`config.mk`:
```
export PLATFORM = sky130hd
export DESIGN_NAME = lsu_flat
export DESIGN_NICKNAME = d
export VERILOG_FILES = /design/src/rtl/riscv_pkg.sv /design/src/rtl/lsu_if.sv /design/src/rtl/lsu_align.sv /design/src/rtl/lsu.sv /design/src/flat_wrapper.sv
export SDC_FILE = /design/constraint.sdc
export NUM_CORES = 1
export LEC_CHECK = 0
export ABC_AREA = 1
export CORE_ASPECT_RATIO = 1.75
export CORE_MARGIN = 4
export CORE_UTILIZATION = 44
export DETAILED_ROUTE_END_ITERATION = 10
export PLACE_DENSITY = 0.8
export SYNTH_ARGS = -nofsm -noshare
export SYNTH_HDL_FRONTEND = slang
export SYNTH_SLANG_ARGS = --single-unit
```
`constraint.sdc`:
```
create_clock -name i_clk -period 1.7 [get_ports i_clk]
set_input_delay 0.34 -clock i_clk [delete_from_list [all_inputs] [get_ports i_clk]]
set_output_delay 0.34 -clock i_clk [all_outputs]
set_load 0.005 [all_outputs]
```
`src/rtl/riscv_pkg.sv`:
```
// Shared rv32i definitions: opcodes, load/store width codes, LSU state type
// and the access legality helpers used by the load/store unit.
package riscvPkg;

    localparam logic [6:0] OpImmLoad = 7'b0000011;
    localparam logic [6:0] OpStore   = 7'b0100011;

    localparam logic [2:0] DataByte  = 3'b000;
    localparam logic [2:0] DataHalf  = 3'b001;
    localparam logic [2:0] DataWord  = 3'b010;
    localparam logic [2:0] DataByteU = 3'b100;
    localparam logic [2:0] DataHalfU = 3'b101;

    typedef enum logic [1:0] {
        LsuIdle = 2'd0,
        LsuMem  = 2'd1,
        LsuResp = 2'd2
    } lsuState_e;

    // Stores have no unsigned variants, so the legal sets differ by direction.
    function automatic logic isIllegal(input logic store, input logic [2:0] funct3);
        logic illegal;
        illegal = 1'b1;
        case (funct3)
            DataByte, DataHalf, DataWord: illegal = 1'b0;
            DataByteU, DataHalfU:         illegal = store;
            default:                      illegal = 1'b1;
        endcase
        return illegal;
    endfunction

    function automatic logic isMisaligned(input logic [2:0] funct3, input logic [1:0] offset);
        logic misaligned;
        misaligned = 1'b0;
        case (funct3)
            DataHalf, DataHalfU: misaligned = offset[0];
            DataWord:            misaligned = |offset;
            default:             misaligned = 1'b0;
        endcase
        return misaligned;
    endfunction

endpackage

```
`src/rtl/lsu_if.sv`:
```
// Execute, data-memory and writeback signals of the load/store unit.
// The master modport is the LSU's view; slave is the surrounding pipeline.
interface lsu_if #(parameter int XLEN = 32);

    logic            i_ex_valid;
    logic            o_ex_ready;
    logic            i_ex_store;
    logic [2:0]      i_ex_funct3;
    logic [XLEN-1:0] i_ex_addr;
    logic [XLEN-1:0] i_ex_wdata;
    logic [4:0]      i_ex_rd;

    logic            o_dmem_req;
    logic            o_dmem_we;
    logic [XLEN-1:0] o_dmem_addr;
    logic [3:0]      o_dmem_wstrb;
    logic [XLEN-1:0] o_dmem_wdata;
    logic            i_dmem_ack;
    logic [XLEN-1:0] i_dmem_rdata;

    logic            o_wb_valid;
    logic            i_wb_ready;
    logic            o_wb_we;
    logic [4:0]      o_wb_rd;
    logic [XLEN-1:0] o_wb_data;
    logic            o_wb_misalign;
    logic            o_wb_illegal;

    modport master (
        input  i_ex_valid, i_ex_store, i_ex_funct3, i_ex_addr, i_ex_wdata, i_ex_rd,
        output o_ex_ready,
        output o_dmem_req, o_dmem_we, o_dmem_addr, o_dmem_wstrb, o_dmem_wdata,
        input  i_dmem_ack, i_dmem_rdata,
        output o_wb_valid, o_wb_we, o_wb_rd, o_wb_data, o_wb_misalign, o_wb_illegal,
        input  i_wb_ready
    );

    modport slave (
        output i_ex_valid, i_ex_store, i_ex_funct3, i_ex_addr, i_ex_wdata, i_ex_rd,
        input  o_ex_ready,
        input  o_dmem_req, o_dmem_we, o_dmem_addr, o_dmem_wstrb, o_dmem_wdata,
        output i_dmem_ack, i_dmem_rdata,
        input  o_wb_valid, o_wb_we, o_wb_rd, o_wb_data, o_wb_misalign, o_wb_illegal,
        output i_wb_ready
    );

endinterface

```
`src/rtl/lsu_align.sv`:
```
// Byte-lane steering for the LSU: store strobes/replication on one side,
// load lane selection and sign/zero extension on the other.
module lsu_align
    import riscvPkg::*;
#(
    parameter int XLEN = 32
) (
    input  logic [1:0]      stOffset_i,
    input  logic [2:0]      stFunct3_i,
    input  logic [XLEN-1:0] stWdata_i,
    output logic [3:0]      stWstrb_o,
    output logic [XLEN-1:0] stWdata_o,

    input  logic [1:0]      ldOffset_i,
    input  logic [2:0]      ldFunct3_i,
    input  logic [XLEN-1:0] ldRdata_i,
    output logic [XLEN-1:0] ldData_o
);

    logic [15:0] ldShifted;

    // Narrow store data is replicated so every lane carries it; the strobe picks the lane.
    always_comb begin
        stWstrb_o = 4'b1111;
        stWdata_o = stWdata_i;
        case (stFunct3_i)
            DataByte: begin
                stWstrb_o = 4'b0001 << stOffset_i;
                stWdata_o = {4{stWdata_i[7:0]}};
            end
            DataHalf: begin
                stWstrb_o = 4'b0011 << stOffset_i;
                stWdata_o = {2{stWdata_i[15:0]}};
            end
            default: begin
                stWstrb_o = 4'b1111;
                stWdata_o = stWdata_i;
            end
        endcase
    end

    always_comb begin
        ldShifted = 16'(ldRdata_i >> {ldOffset_i, 3'b000});
        ldData_o  = ldRdata_i;
        case (ldFunct3_i)
            DataByte:  ldData_o = {{(XLEN-8){ldShifted[7]}}, ldShifted[7:0]};
            DataHalf:  ldData_o = {{(XLEN-16){ldShifted[15]}}, ldShifted};
            DataByteU: ldData_o = {{(XLEN-8){1'b0}}, ldShifted[7:0]};
            DataHalfU: ldData_o = {{(XLEN-16){1'b0}}, ldShifted};
            default:   ldData_o = ldRdata_i;
        endcase
    end

endmodule

```
`src/rtl/lsu.sv`:
```
// Load/store unit for the rv32i memory stage: one outstanding data-memory
// request, error responses for illegal or misaligned accesses.
module lsu
    import riscvPkg::*;
#(
    parameter int XLEN = 32
) (
    input  logic  i_clk,
    input  logic  i_rstn,
    lsu_if.master bus
);

    lsuState_e       state_q, state_d;
    logic [XLEN-1:0] addr_q, addr_d;
    logic [XLEN-1:0] wdata_q, wdata_d;
    logic [3:0]      wstrb_q, wstrb_d;
    logic            store_q, store_d;
    logic [2:0]      funct3_q, funct3_d;
    logic [4:0]      rd_q, rd_d;
    logic [XLEN-1:0] wbData_q, wbData_d;
    logic            wbWe_q, wbWe_d;
    logic            misalign_q, misalign_d;
    logic            illegal_q, illegal_d;

    logic [3:0]      stWstrb;
    logic [XLEN-1:0] stWdata;
    logic [XLEN-1:0] ldData;
    logic            exIllegal;
    logic            exMisalign;

    lsu_align #(.XLEN(XLEN)) u_align (
        .stOffset_i (bus.i_ex_addr[1:0]),
        .stFunct3_i (bus.i_ex_funct3),
        .stWdata_i  (bus.i_ex_wdata),
        .stWstrb_o  (stWstrb),
        .stWdata_o  (stWdata),
        .ldOffset_i (addr_q[1:0]),
        .ldFunct3_i (funct3_q),
        .ldRdata_i  (bus.i_dmem_rdata),
        .ldData_o   (ldData)
    );

    assign exIllegal  = isIllegal(bus.i_ex_store, bus.i_ex_funct3);
    assign exMisalign = !exIllegal && isMisaligned(bus.i_ex_funct3, bus.i_ex_addr[1:0]);

    always_ff @(posedge i_clk or negedge i_rstn) begin
        if (!i_rstn) begin
            state_q    <= LsuIdle;
            addr_q     <= '0;
            wdata_q    <= '0;
            wstrb_q    <= '0;
            store_q    <= 1'b0;
            funct3_q   <= '0;
            rd_q       <= '0;
            wbData_q   <= '0;
            wbWe_q     <= 1'b0;
            misalign_q <= 1'b0;
            illegal_q  <= 1'b0;
        end else begin
            state_q    <= state_d;
            addr_q     <= addr_d;
            wdata_q    <= wdata_d;
            wstrb_q    <= wstrb_d;
            store_q    <= store_d;
            funct3_q   <= funct3_d;
            rd_q       <= rd_d;
            wbData_q   <= wbData_d;
            wbWe_q     <= wbWe_d;
            misalign_q <= misalign_d;
            illegal_q  <= illegal_d;
        end
    end

    always_comb begin
        state_d    = state_q;
        addr_d     = addr_q;
        wdata_d    = wdata_q;
        wstrb_d    = wstrb_q;
        store_d    = store_q;
        funct3_d   = funct3_q;
        rd_d       = rd_q;
        wbData_d   = wbData_q;
        wbWe_d     = wbWe_q;
        misalign_d = misalign_q;
        illegal_d  = illegal_q;

        case (state_q)
            LsuIdle: begin
                if (bus.i_ex_valid) begin
                    addr_d     = bus.i_ex_addr;
                    store_d    = bus.i_ex_store;
                    funct3_d   = bus.i_ex_funct3;
                    rd_d       = bus.i_ex_rd;
                    wdata_d    = bus.i_ex_store ? stWdata : '0;
                    // Rejected accesses never reach memory, so no strobes are kept for them.
                    wstrb_d    = (bus.i_ex_store && !exIllegal && !exMisalign) ? stWstrb : 4'b0000;
                    illegal_d  = exIllegal;
                    misalign_d = exMisalign;
                    wbData_d   = '0;
                    wbWe_d     = 1'b0;
                    state_d    = (exIllegal || exMisalign) ? LsuResp : LsuMem;
                end
            end
            LsuMem: begin
                if (bus.i_dmem_ack) begin
                    wbData_d = store_q ? '0 : ldData;
                    wbWe_d   = !store_q && (rd_q != 5'd0);
                    state_d  = LsuResp;
                end
            end
            LsuResp: begin
                if (bus.i_wb_ready) begin
                    state_d = LsuIdle;
                end
            end
            default: state_d = LsuIdle;
        endcase
    end

    assign bus.o_ex_ready    = (state_q == LsuIdle);
    assign bus.o_dmem_req    = (state_q == LsuMem);
    assign bus.o_dmem_we     = store_q;
    assign bus.o_dmem_addr   = {addr_q[XLEN-1:2], 2'b00};
    assign bus.o_dmem_wstrb  = wstrb_q;
    assign bus.o_dmem_wdata  = wdata_q;
    assign bus.o_wb_valid    = (state_q == LsuResp);
    assign bus.o_wb_we       = wbWe_q;
    assign bus.o_wb_rd       = rd_q;
    assign bus.o_wb_data     = wbData_q;
    assign bus.o_wb_misalign = misalign_q;
    assign bus.o_wb_illegal  = illegal_q;

endmodule

```
`src/flat_wrapper.sv`:
```
// flat-port wrapper written by rule: the top's interface ports become plain ports
module lsu_flat import riscvPkg::*;
#(
    parameter int XLEN = 32
)
  (i_clk, i_rstn, bus_i_ex_valid, bus_i_ex_store, bus_i_ex_funct3, bus_i_ex_addr, bus_i_ex_wdata, bus_i_ex_rd, bus_o_ex_ready, bus_o_dmem_req, bus_o_dmem_we, bus_o_dmem_addr, bus_o_dmem_wstrb, bus_o_dmem_wdata, bus_i_dmem_ack, bus_i_dmem_rdata, bus_o_wb_valid, bus_o_wb_we, bus_o_wb_rd, bus_o_wb_data, bus_o_wb_misalign, bus_o_wb_illegal, bus_i_wb_ready);
  lsu_if #(.XLEN(XLEN)) bus_i ();
  input  logic i_clk;
  input  logic i_rstn;
  input wire logic [$bits(bus_i.i_ex_valid)-1:0] bus_i_ex_valid;
  input wire logic [$bits(bus_i.i_ex_store)-1:0] bus_i_ex_store;
  input wire logic [$bits(bus_i.i_ex_funct3)-1:0] bus_i_ex_funct3;
  input wire logic [$bits(bus_i.i_ex_addr)-1:0] bus_i_ex_addr;
  input wire logic [$bits(bus_i.i_ex_wdata)-1:0] bus_i_ex_wdata;
  input wire logic [$bits(bus_i.i_ex_rd)-1:0] bus_i_ex_rd;
  output wire logic [$bits(bus_i.o_ex_ready)-1:0] bus_o_ex_ready;
  output wire logic [$bits(bus_i.o_dmem_req)-1:0] bus_o_dmem_req;
  output wire logic [$bits(bus_i.o_dmem_we)-1:0] bus_o_dmem_we;
  output wire logic [$bits(bus_i.o_dmem_addr)-1:0] bus_o_dmem_addr;
  output wire logic [$bits(bus_i.o_dmem_wstrb)-1:0] bus_o_dmem_wstrb;
  output wire logic [$bits(bus_i.o_dmem_wdata)-1:0] bus_o_dmem_wdata;
  input wire logic [$bits(bus_i.i_dmem_ack)-1:0] bus_i_dmem_ack;
  input wire logic [$bits(bus_i.i_dmem_rdata)-1:0] bus_i_dmem_rdata;
  output wire logic [$bits(bus_i.o_wb_valid)-1:0] bus_o_wb_valid;
  output wire logic [$bits(bus_i.o_wb_we)-1:0] bus_o_wb_we;
  output wire logic [$bits(bus_i.o_wb_rd)-1:0] bus_o_wb_rd;
  output wire logic [$bits(bus_i.o_wb_data)-1:0] bus_o_wb_data;
  output wire logic [$bits(bus_i.o_wb_misalign)-1:0] bus_o_wb_misalign;
  output wire logic [$bits(bus_i.o_wb_illegal)-1:0] bus_o_wb_illegal;
  input wire logic [$bits(bus_i.i_wb_ready)-1:0] bus_i_wb_ready;
  assign bus_i.i_ex_valid = bus_i_ex_valid;
  assign bus_i.i_ex_store = bus_i_ex_store;
  assign bus_i.i_ex_funct3 = bus_i_ex_funct3;
  assign bus_i.i_ex_addr = bus_i_ex_addr;
  assign bus_i.i_ex_wdata = bus_i_ex_wdata;
  assign bus_i.i_ex_rd = bus_i_ex_rd;
  assign bus_o_ex_ready = bus_i.o_ex_ready;
  assign bus_o_dmem_req = bus_i.o_dmem_req;
  assign bus_o_dmem_we = bus_i.o_dmem_we;
  assign bus_o_dmem_addr = bus_i.o_dmem_addr;
  assign bus_o_dmem_wstrb = bus_i.o_dmem_wstrb;
  assign bus_o_dmem_wdata = bus_i.o_dmem_wdata;
  assign bus_i.i_dmem_ack = bus_i_dmem_ack;
  assign bus_i.i_dmem_rdata = bus_i_dmem_rdata;
  assign bus_o_wb_valid = bus_i.o_wb_valid;
  assign bus_o_wb_we = bus_i.o_wb_we;
  assign bus_o_wb_rd = bus_i.o_wb_rd;
  assign bus_o_wb_data = bus_i.o_wb_data;
  assign bus_o_wb_misalign = bus_i.o_wb_misalign;
  assign bus_o_wb_illegal = bus_i.o_wb_illegal;
  assign bus_i.i_wb_ready = bus_i_wb_ready;
  lsu #(.XLEN(XLEN)) u_core (.i_clk(i_clk), .i_rstn(i_rstn), .bus(bus_i));
endmodule
```
==> impl_metrics.ini, run 1 <==
[run_status]
status = completed

[placement]
hpwl_um = 13700
pre_cts_slack_ns = -0.128
io_buffers = 219
gp_congestion = 1.03
dp.cells = 1120

[layout]
diodes = 0
utilization_pct = 68.6
regArea_um2 = 2860
fin_nets = 1082
nFillCells = 1084
area_growth_syn_to_layout_pct = 52.9
fin_cells = 1156
drive_gt1_share_pct = 12.0
multiInputGateArea_um2 = 2370

[global_routing]
grt_pass1_vias = 5692
grt_max_degree = 45
grt_overflow_total = 0
track_usage_pct = 25.1
antenna_found_initial = 0
grt_pass1_wl_um = 29100

[logic_synthesis]
syn_inst = 754
netlist_area_um2 = 5770
synth-seq-cells = 114
ys.flop_type = dfrtp_1
synthTopCellsByArea = dfrtp_1, nand2_1, buf_4
avgSynthCellArea_um2 = 7.66
synth_most_common_cell = nand2_1
yosys_warnings = 0
synth_top_area_share_pct = 49.4
synth_top_area_cell = dfrtp_1
synth_commonest_cells = nand2_1, dfrtp_1, nor2_1
async_flop_share_pct = 100
yosysSeqAreaShare_pct = 49.4
ys_types = 27
synth_edf_count = 0

[setup_path]
crit_path_start = u_core.bus.o_dmem_wdata[25]$_DFFE_PN0P_
r2r_cells = 9
reg2reg_to = u_core.bus.o_dmem_wdata[27]$_DFFE_PN0P_
crit_buf_inv = 1
crit_cells = 1
timing.critical_path.arrival_ns = 1.32
r2r-start = u_core.state_q[1]$_DFFE_PN0P_
required_ns = 1.36
crit_type = flip-flop to output pin
critPathLaunchType = flip-flop
r2r_slack_ns = 0.13
crit_chain = clkdlybuf4s50_1
critPathSlowestCell = clkdlybuf4s50_1
critPathCaptureType = output pin
crit_fanout = 2
cpPeakStageDelay_ns = 0.53
cpLargestDelayFamily = buffers and inverters

[floorplan]
core_area_um2 = 12900
ios = 222
rows = 55
die_y_um = 160
dieArea_um2 = 15100
floorplan.initialDensity_pct = 44.9
die_x_um = 94.6

[power_and_ir_drop]
power_frac_seq_pct = 30.8
p_per_area_nw_per_um2 = 1680
p_switching_uw = 5270
power_leakage_uw = 0.00441
power_frac_comb_pct = 44.2
power_frac_clock_pct = 25.0
p_int_uw = 9560
switching_share_pct = 35.5
worst_ir_drop_vdd_mv = 0.919

[routing]
via_per_inst = 4.87
ant_nets = 0
wirelength_um = 18300
drtPass1Iterations = 5
drc = 0
vias = 5635
drt_iter0_markers = 260
routedWlPerCell_um = 15.8

[sta]
finalClockSkew_ns = 0.00474
maxSlewHeadroom_pct = 65.0
setup_violations = 0
report.final.slew_viol_count = 0
final_hold_viol_count = 0
postLayoutSetupSlackWorst_ns = 0.0446
tightestPinTransition_ns = 0.526
min_period_over_period_pct = 97.4
layout_min_cycle_time_ns = 1.66
timing.fmax_mhz = 604
hold_slack_ns = 0.459

[clock_tree]
cts-root-buf = clkbuf_16
cts_buffers = 17
path_clk_slew_ns = 0.06
cts_tree = built
ctsHtreeMaxLevel = 4
clock_path_buffers = 2
clk_latency_ns = 0.41
cts.sink_count = 114

[hold_path]
hold_class = input pin to asynchronous set/reset pin

[flow_run]
cap_violations = 0
stage by stage:
stage	area, um^2	power (uW)	setup TNS (ns)
CTS	8810	15000	0
global route	8820	15800	-0.00120
floorplan	5780	7820	0
global placement	8170	11000	-1.01
detailed placement	8170	11100	-3.20
finish	8820	14800	0
sequential cells by signal, summed over array words and instances, names as in the netlist, 2 cells and up:
| name | cells |
|---|---|
| u_core.bus.o_wb_data | 32 |
| u_core.bus.o_wb_rd | 5 |
| u_core.state_q | 2 |
| u_core.bus.o_dmem_wstrb | 4 |
| u_core.funct3_q | 3 |
| u_core.addr_q | 32 |
| u_core.bus.o_dmem_wdata | 32 |
repair_timing:
action,CTS,global route
gates cloned,0,0
pin swaps,1,0
hold buffers,1,0
endpoints found under the hold margin,31,0
buffers inserted,3,0
gates resized for setup,9,5
setup endpoints to repair,4,4
routing by layer:
layer	global-route usage [%]	share of wire [%]	wire [um]	vias to the layer above
met1	27.2	36	6540	2591
met4	10.1	3.0	557	0
li1	-	-	-	2774
met2	45.6	55	10000	228
met3	6.19	6.4	1170	42
met5	0	0	0	-
cell type report:
class                   instances  area share [%]
clock buffers                  18            4.98
clock inverters                14            2.01
inverters                      32            1.39
multi-input cells             543            26.9
flip-flops and latches        114            32.4
well taps                     171            2.42
repair buffers                264            29.9
worst max path at each step:
stage / to / slack [ns]
global route: bus_o_dmem_wdata[25] / -0.001
detailed placement: u_core.state_q[1]$_DFFE_PN0P_ / -0.13
global placement: u_core.state_q[1]$_DFFE_PN0P_ / -0.09
floorplan: u_core.bus.o_wb_data[21]$_DFFE_PN0P_ / 0.35
CTS: bus_o_wb_rd[2] / 0.001
finish: bus_o_dmem_wdata[25] / 0.04
placed cells by master (no fill, tap or decap), types with 17 or more instances in the layout:
cell	instances
nor2_2	21
dfrtp_1	112
buf_4	36
nand2_1	340
nand3_1	39
nor2_1	59
clkdlybuf4s50_1	212
o211ai_1	21
o21ai_0	28
clkbuf_16	17
inv_1	25
power by group through the flow:
| stage | logic (uW) | clock network (uW) | registers [uW] |
|---|---|---|---|
| 5_1_grt | 7220 | 3890 | 4700 |
| 3_5_place_dp | 6550 | 0 | 4580 |
| 4_1_cts | 6630 | 3770 | 4570 |
| 2_1_floorplan | 3330 | 0 | 4490 |
| 3_3_place_gp | 6450 | 0 | 4570 |
| 6_report | 6550 | 3720 | 4570 |
logic make-up (layout without fill, tap and decap cells):
| kind of cell | after synthesis | count (layout) | synth area share, % |
|---|---|---|---|
| compound gates | 69 | 69 | 7.11 |
| buf+inv | 98 | 328 | 9.58 |
| flops | 114 | 114 | 49.4 |
| other cells | 1 | 2 | 0.0650 |
| simple gates | 472 | 472 | 33.8 |
Note: power is estimated with default switching activity, not from simulation.
==> run 2: changes to the inputs <==
Settings changed: TNS_END_PERCENT set to 30.
==> impl_metrics.ini, run 2 (same netlist as run 1, synthesis figures left out) <==
[routing]
drt_iter0_markers = 235
routedWlPerCell_um = 15.8
vias = 5635
drtPass1Iterations = 5
ant_nets = 0
wirelength_um = 18300
via_per_inst = 4.88
drc = 0

[global_routing]
busiest_layer = met2
grt_overflow_total = 0
use_met1_pct = 26.9
use_met2_pct = 45.5
grt_max_degree = 45
use_met3_pct = 6.19
grt_pass1_wl_um = 28900
antenna_found_initial = 0
track_usage_pct = 25.0
grt_pass1_vias = 5669

[sta]
timing.fmax_mhz = 605
tightestPinTransition_ns = 0.586
setup_violations = 0
finalClockSkew_ns = 0.00525
min_period_over_period_pct = 97.2
rsz0062_at_grt = true
final_hold_viol_count = 0
report.final.slew_viol_count = 0
maxSlewHeadroom_pct = 60.9
layout_min_cycle_time_ns = 1.65

[setup_path]
r2r_cells = 9
cpPeakStageDelay_ns = 0.53
setup.worst_path.end = bus_o_dmem_wdata[25]
cpLargestDelayFamily = buffers and inverters
crit_chain = clkdlybuf4s50_1
required_ns = 1.36
crit_buf_inv = 1
critPathSlowestCell = clkdlybuf4s50_1
critPathLaunchType = flip-flop
timing.critical_path.arrival_ns = 1.31
r2r_slack_ns = 0.13
crit_fanout = 2
critPathCaptureType = output pin
crit_cells = 1
reg2reg_to = u_core.bus.o_dmem_wdata[27]$_DFFE_PN0P_
crit_type = flip-flop to output pin
crit_path_start = u_core.bus.o_dmem_wdata[25]$_DFFE_PN0P_
r2r-start = u_core.state_q[1]$_DFFE_PN0P_

[floorplan]
dieArea_um2 = 15100
rows = 55
floorplan.initialDensity_pct = 44.9
die_x_um = 94.6
core_area_um2 = 12900
ios = 222
die_y_um = 160

[clock_tree]
ctsHtreeMaxLevel = 4
clk_latency_ns = 0.41
clock_path_buffers = 2
cts.sink_count = 114
cts_tree = built
cts_buffers = 17
cts-root-buf = clkbuf_16
path_clk_slew_ns = 0.06

[placement]
gp_congestion = 1.03
hpwl_um = 13700
io_buffers = 219
place_area_um2 = 8170
dp.cells = 1120

[power_and_ir_drop]
power_leakage_uw = 0.00442
p_per_area_nw_per_um2 = 1680
worst_ir_drop_vdd_mv = 0.927

[layout]
fin_area_um2 = 8820
mostFrequentLayoutCells = nand2_1, clkdlybuf4s50_1, dfrtp_1
nFillCells = 1085
mostFrequentLayoutCell = nand2_1
fin_cells = 1155
regArea_um2 = 2860
utilization_pct = 68.5
diodes = 0
drive_gt1_share_pct = 12.0
multiInputGateArea_um2 = 2380
fin_nets = 1081
area_growth_syn_to_layout_pct = 52.8

[flow_run]
cap_violations = 0

[hold_path]
hold_class = input pin to asynchronous set/reset pin

[run_status]
status = completed
-- run 2: cell types whose count changed in the layout (fill, tap and decap cells not counted), sizes merged --
cell           change
clkbuf             +2
dlygate4sd2        -1
dlymetal6s2s       +1
clkdlybuf4s50      -1
buf                -2
-- run 2: metrics by stage --
| stage | power (uW) | hold slack [ns] | setup slack (ns) | setup TNS (ns) |
|---|---|---|---|---|
| finish | 14800 | 0.459 | 0.0471 | 0 |
| detailed placement | 11100 | 0.346 | -0.128 | -3.20 |
| global route | 15800 | 0.463 | -0.0117 | -0.0129 |
| CTS | 14900 | 0.447 | -0.229 | -0.229 |
| global placement | 11000 | 0.344 | -0.0879 | -1.01 |
| floorplan | 7820 | 0.0444 | 0.350 | 0 |
-- run 2: worst min-delay path by stage --
stage	startpoint	to	slack, ns	cells after the start
after floorplan	i_rstn	u_core.addr_q[0]$_DFFE_PN0P_	0.04	0
after global placement	i_rstn	u_core.bus.o_wb_data[13]$_DFFE_PN0P_	0.34	1
after detailed placement	i_rstn	u_core.bus.o_wb_data[18]$_DFFE_PN0P_	0.35	1
after CTS	i_rstn	u_core.bus.o_wb_data[18]$_DFFE_PN0P_	0.45	2
after global routing	bus_i_ex_addr[7]	u_core.addr_q[7]$_DFFE_PN0P_	0.46	3
final	i_rstn	u_core.bus.o_wb_data[18]$_DFFE_PN0P_	0.46	2
-- run 2: power by group --
group | total (uW) | switching, uW | internal [uW] | leakage (uW)
registers | 4580 | 751 | 3830 | 0.00148
clock network | 3710 | 1350 | 2360 | 0.000290
logic | 6510 | 3160 | 3350 | 0.00264
total | 14800 | 5260 | 9540 | 0.00442
-- run 2: what timing repair did --
item,in CTS,in global routing
hold endpoints to repair,31,0
cloned,0,0
buffers inserted,0,2
hold buffers,1,0
pin swaps,0,1
endpoints found under the setup margin,4,6
resized for setup,6,9
-- run 2: area by class of cell --
type / count / area share, %
sequential: 114 / 32.4
timing repair buffer: 263 / 29.9
multi-input combinational: 543 / 27.0
clock buffer: 18 / 4.98
tap: 171 / 2.43
clock inverter: 14 / 2.01
inverter: 32 / 1.36
-- run 2: layer usage --
metal,wire [um],share of wire (%)
met1,6550,36
met2,10100,55
met3,1120,6.1
met4,548,3.0
met5,0,0
==> run 3: changes to the inputs <==
Settings changed: CORE_MARGIN 4 to 2, CORE_UTILIZATION 44 to 46, CTS_BUF_LIST set to sky130_fd_sc_hd__clkbuf_8, PLACE_DENSITY 0.8 to 0.83.
Clock period 1.7 ns to 1.6 ns, I/O delays scaled along.
==> impl_metrics.ini, run 3 (same netlist as run 1, synthesis figures left out) <==
[layout]
mostFrequentLayoutCell = nand2_1
diodes = 0
fin_cells = 1165
regArea_um2 = 2860
multiInputGateArea_um2 = 2380
area_growth_syn_to_layout_pct = 50.3
nFillCells = 1038
mostFrequentLayoutCells = nand2_1, dfrtp_1, clkdlybuf4s50_1
drive_gt1_share_pct = 13.6
fin_nets = 1094

[clock_tree]
clk_latency_ns = 0.44
path_clk_slew_ns = 0.07
ctsHtreeMaxLevel = 4
clock_path_buffers = 2
cts_buffers = 17
cts-root-buf = clkbuf_8
cts_tree = built
cts.sink_count = 114

[power_and_ir_drop]
power_frac_seq_pct = 33.0
switching_share_pct = 36.9
p_per_area_nw_per_um2 = 1690
power_frac_clock_pct = 23.5
power_frac_comb_pct = 43.5
p_switching_uw = 5390
worst_ir_drop_vdd_mv = 0.909
p_int_uw = 9230
power_leakage_uw = 0.00475

[global_routing]
track_usage_pct = 27.1
antenna_found_initial = 0
grt_max_degree = 49
grt_pass1_vias = 5796
grt_pass1_wl_um = 28300
grt_overflow_total = 0

[setup_path]
cpPeakStageDelay_ns = 0.44
r2r-start = u_core.state_q[1]$_DFFE_PN0P_
required_ns = 1.28
r2r_slack_ns = 0.06
r2r_cells = 8
timing.critical_path.arrival_ns = 1.24
crit_buf_inv = 2
reg2reg_to = u_core.bus.o_dmem_wstrb[1]$_DFFE_PN0P_
crit_type = flip-flop to output pin
crit_fanout = 3
critPathSlowestCell = dfrtp_2
critPathCaptureType = output pin
critPathLaunchType = flip-flop
crit_chain = buf_4 > nor2_2 > buf_2
cpLargestDelayFamily = flip-flops

[routing]
drc = 0
wirelength_um = 17900
drtPass1Iterations = 7
vias = 5734
ant_nets = 0
via_per_inst = 4.92
drt_iter0_markers = 303
routedWlPerCell_um = 15.4

[sta]
rsz0062_at_grt = true
report.final.slew_viol_count = 0
final_hold_viol_count = 0
timing.fmax_mhz = 643
finalClockSkew_ns = 0.0119
layout_min_cycle_time_ns = 1.56
setup_violations = 0
min_period_over_period_pct = 97.2
setup_tns_ns = 0

[floorplan]
floorplan.initialDensity_pct = 46.7
dieArea_um2 = 13500
rows = 54
core_area_um2 = 12400
die_y_um = 152
ios = 222
die_x_um = 88.7

[hold_path]
hold_class = input pin to asynchronous set/reset pin

[run_status]
status = completed

[placement]
io_buffers = 219
hpwl_um = 13400
gp_congestion = 0.924
dp.cells = 1124

[flow_run]
cap_violations = 0
## run 3: area by class of cell
| cell class | count | area share [%] |
|---|---|---|
| repair buffers | 276 | 29.9 |
| clock inverters | 11 | 2.55 |
| clock buffers | 21 | 3.33 |
| flip-flops and latches | 114 | 32.9 |
| well taps | 168 | 2.42 |
| multi-input cells | 543 | 27.4 |
| inverters | 32 | 1.44 |
## run 3: routing by layer
layer	global-route usage [%]	wire length [um]	up-vias
met1	27.8	6140	2687
li1	-	-	2791
met5	0	0	-
met4	13.5	772	0
met2	49.6	9980	207
met3	5.74	1020	49
## run 3: timing repair
item / CTS / global route
endpoints found under the hold margin: 21 / 0
resized for setup: 123 / 8
hold buffers: 1 / 0
pin swaps: 2 / 0
endpoints found under the setup margin: 110 / 31
setup buffers: 8 / 0
## run 3: metrics by stage
stage                     worst slack, ns  utilization [%]  hold slack, ns  instance area [um^2]  power [uW]
after floorplan                     0.250                -          0.0244                  5780        8310
after global placement             -0.203             66.5           0.264                  8220       11700
after detailed placement           -0.225             66.5           0.271                  8220       11800
after CTS                          0.0144             70.1           0.339                  8670       14700
after global routing             -0.00794             70.2           0.354                  8680       15600
final                              0.0443             70.2           0.342                  8680       14600
## run 3: how the worst max path moves through the flow
stage	end	slack (ns)	start	cells past startpoint
after floorplan	u_core.bus.o_wb_data[21]$_DFFE_PN0P_	0.25	u_core.addr_q[0]$_DFFE_PN0P_	10
after global placement	u_core.bus.o_dmem_wstrb[3]$_DFFE_PN0P_	-0.20	bus_i_ex_funct3[2]	10
after detailed placement	u_core.bus.o_dmem_wstrb[3]$_DFFE_PN0P_	-0.23	bus_i_ex_funct3[2]	10
after CTS	bus_o_dmem_req	0.01	u_core.state_q[1]$_DFFE_PN0P_	3
after global routing	u_core.bus.o_wb_data[11]$_DFFE_PN0P_	-0.008	u_core.state_q[1]$_DFFE_PN0P_	10
final	bus_o_wb_valid	0.04	u_core.state_q[0]$_DFFE_PN0P_	3
## run 3: power groups by stage
| stage | sequential (uW) | clock [uW] | combinational [uW] |
|---|---|---|---|
| finish | 4820 | 3440 | 6360 |
| floorplan | 4770 | 0 | 3540 |
| detailed placement | 4900 | 0 | 6940 |
| global route | 4970 | 3620 | 7040 |
| CTS | 4820 | 3500 | 6380 |
| global placement | 4880 | 0 | 6830 |
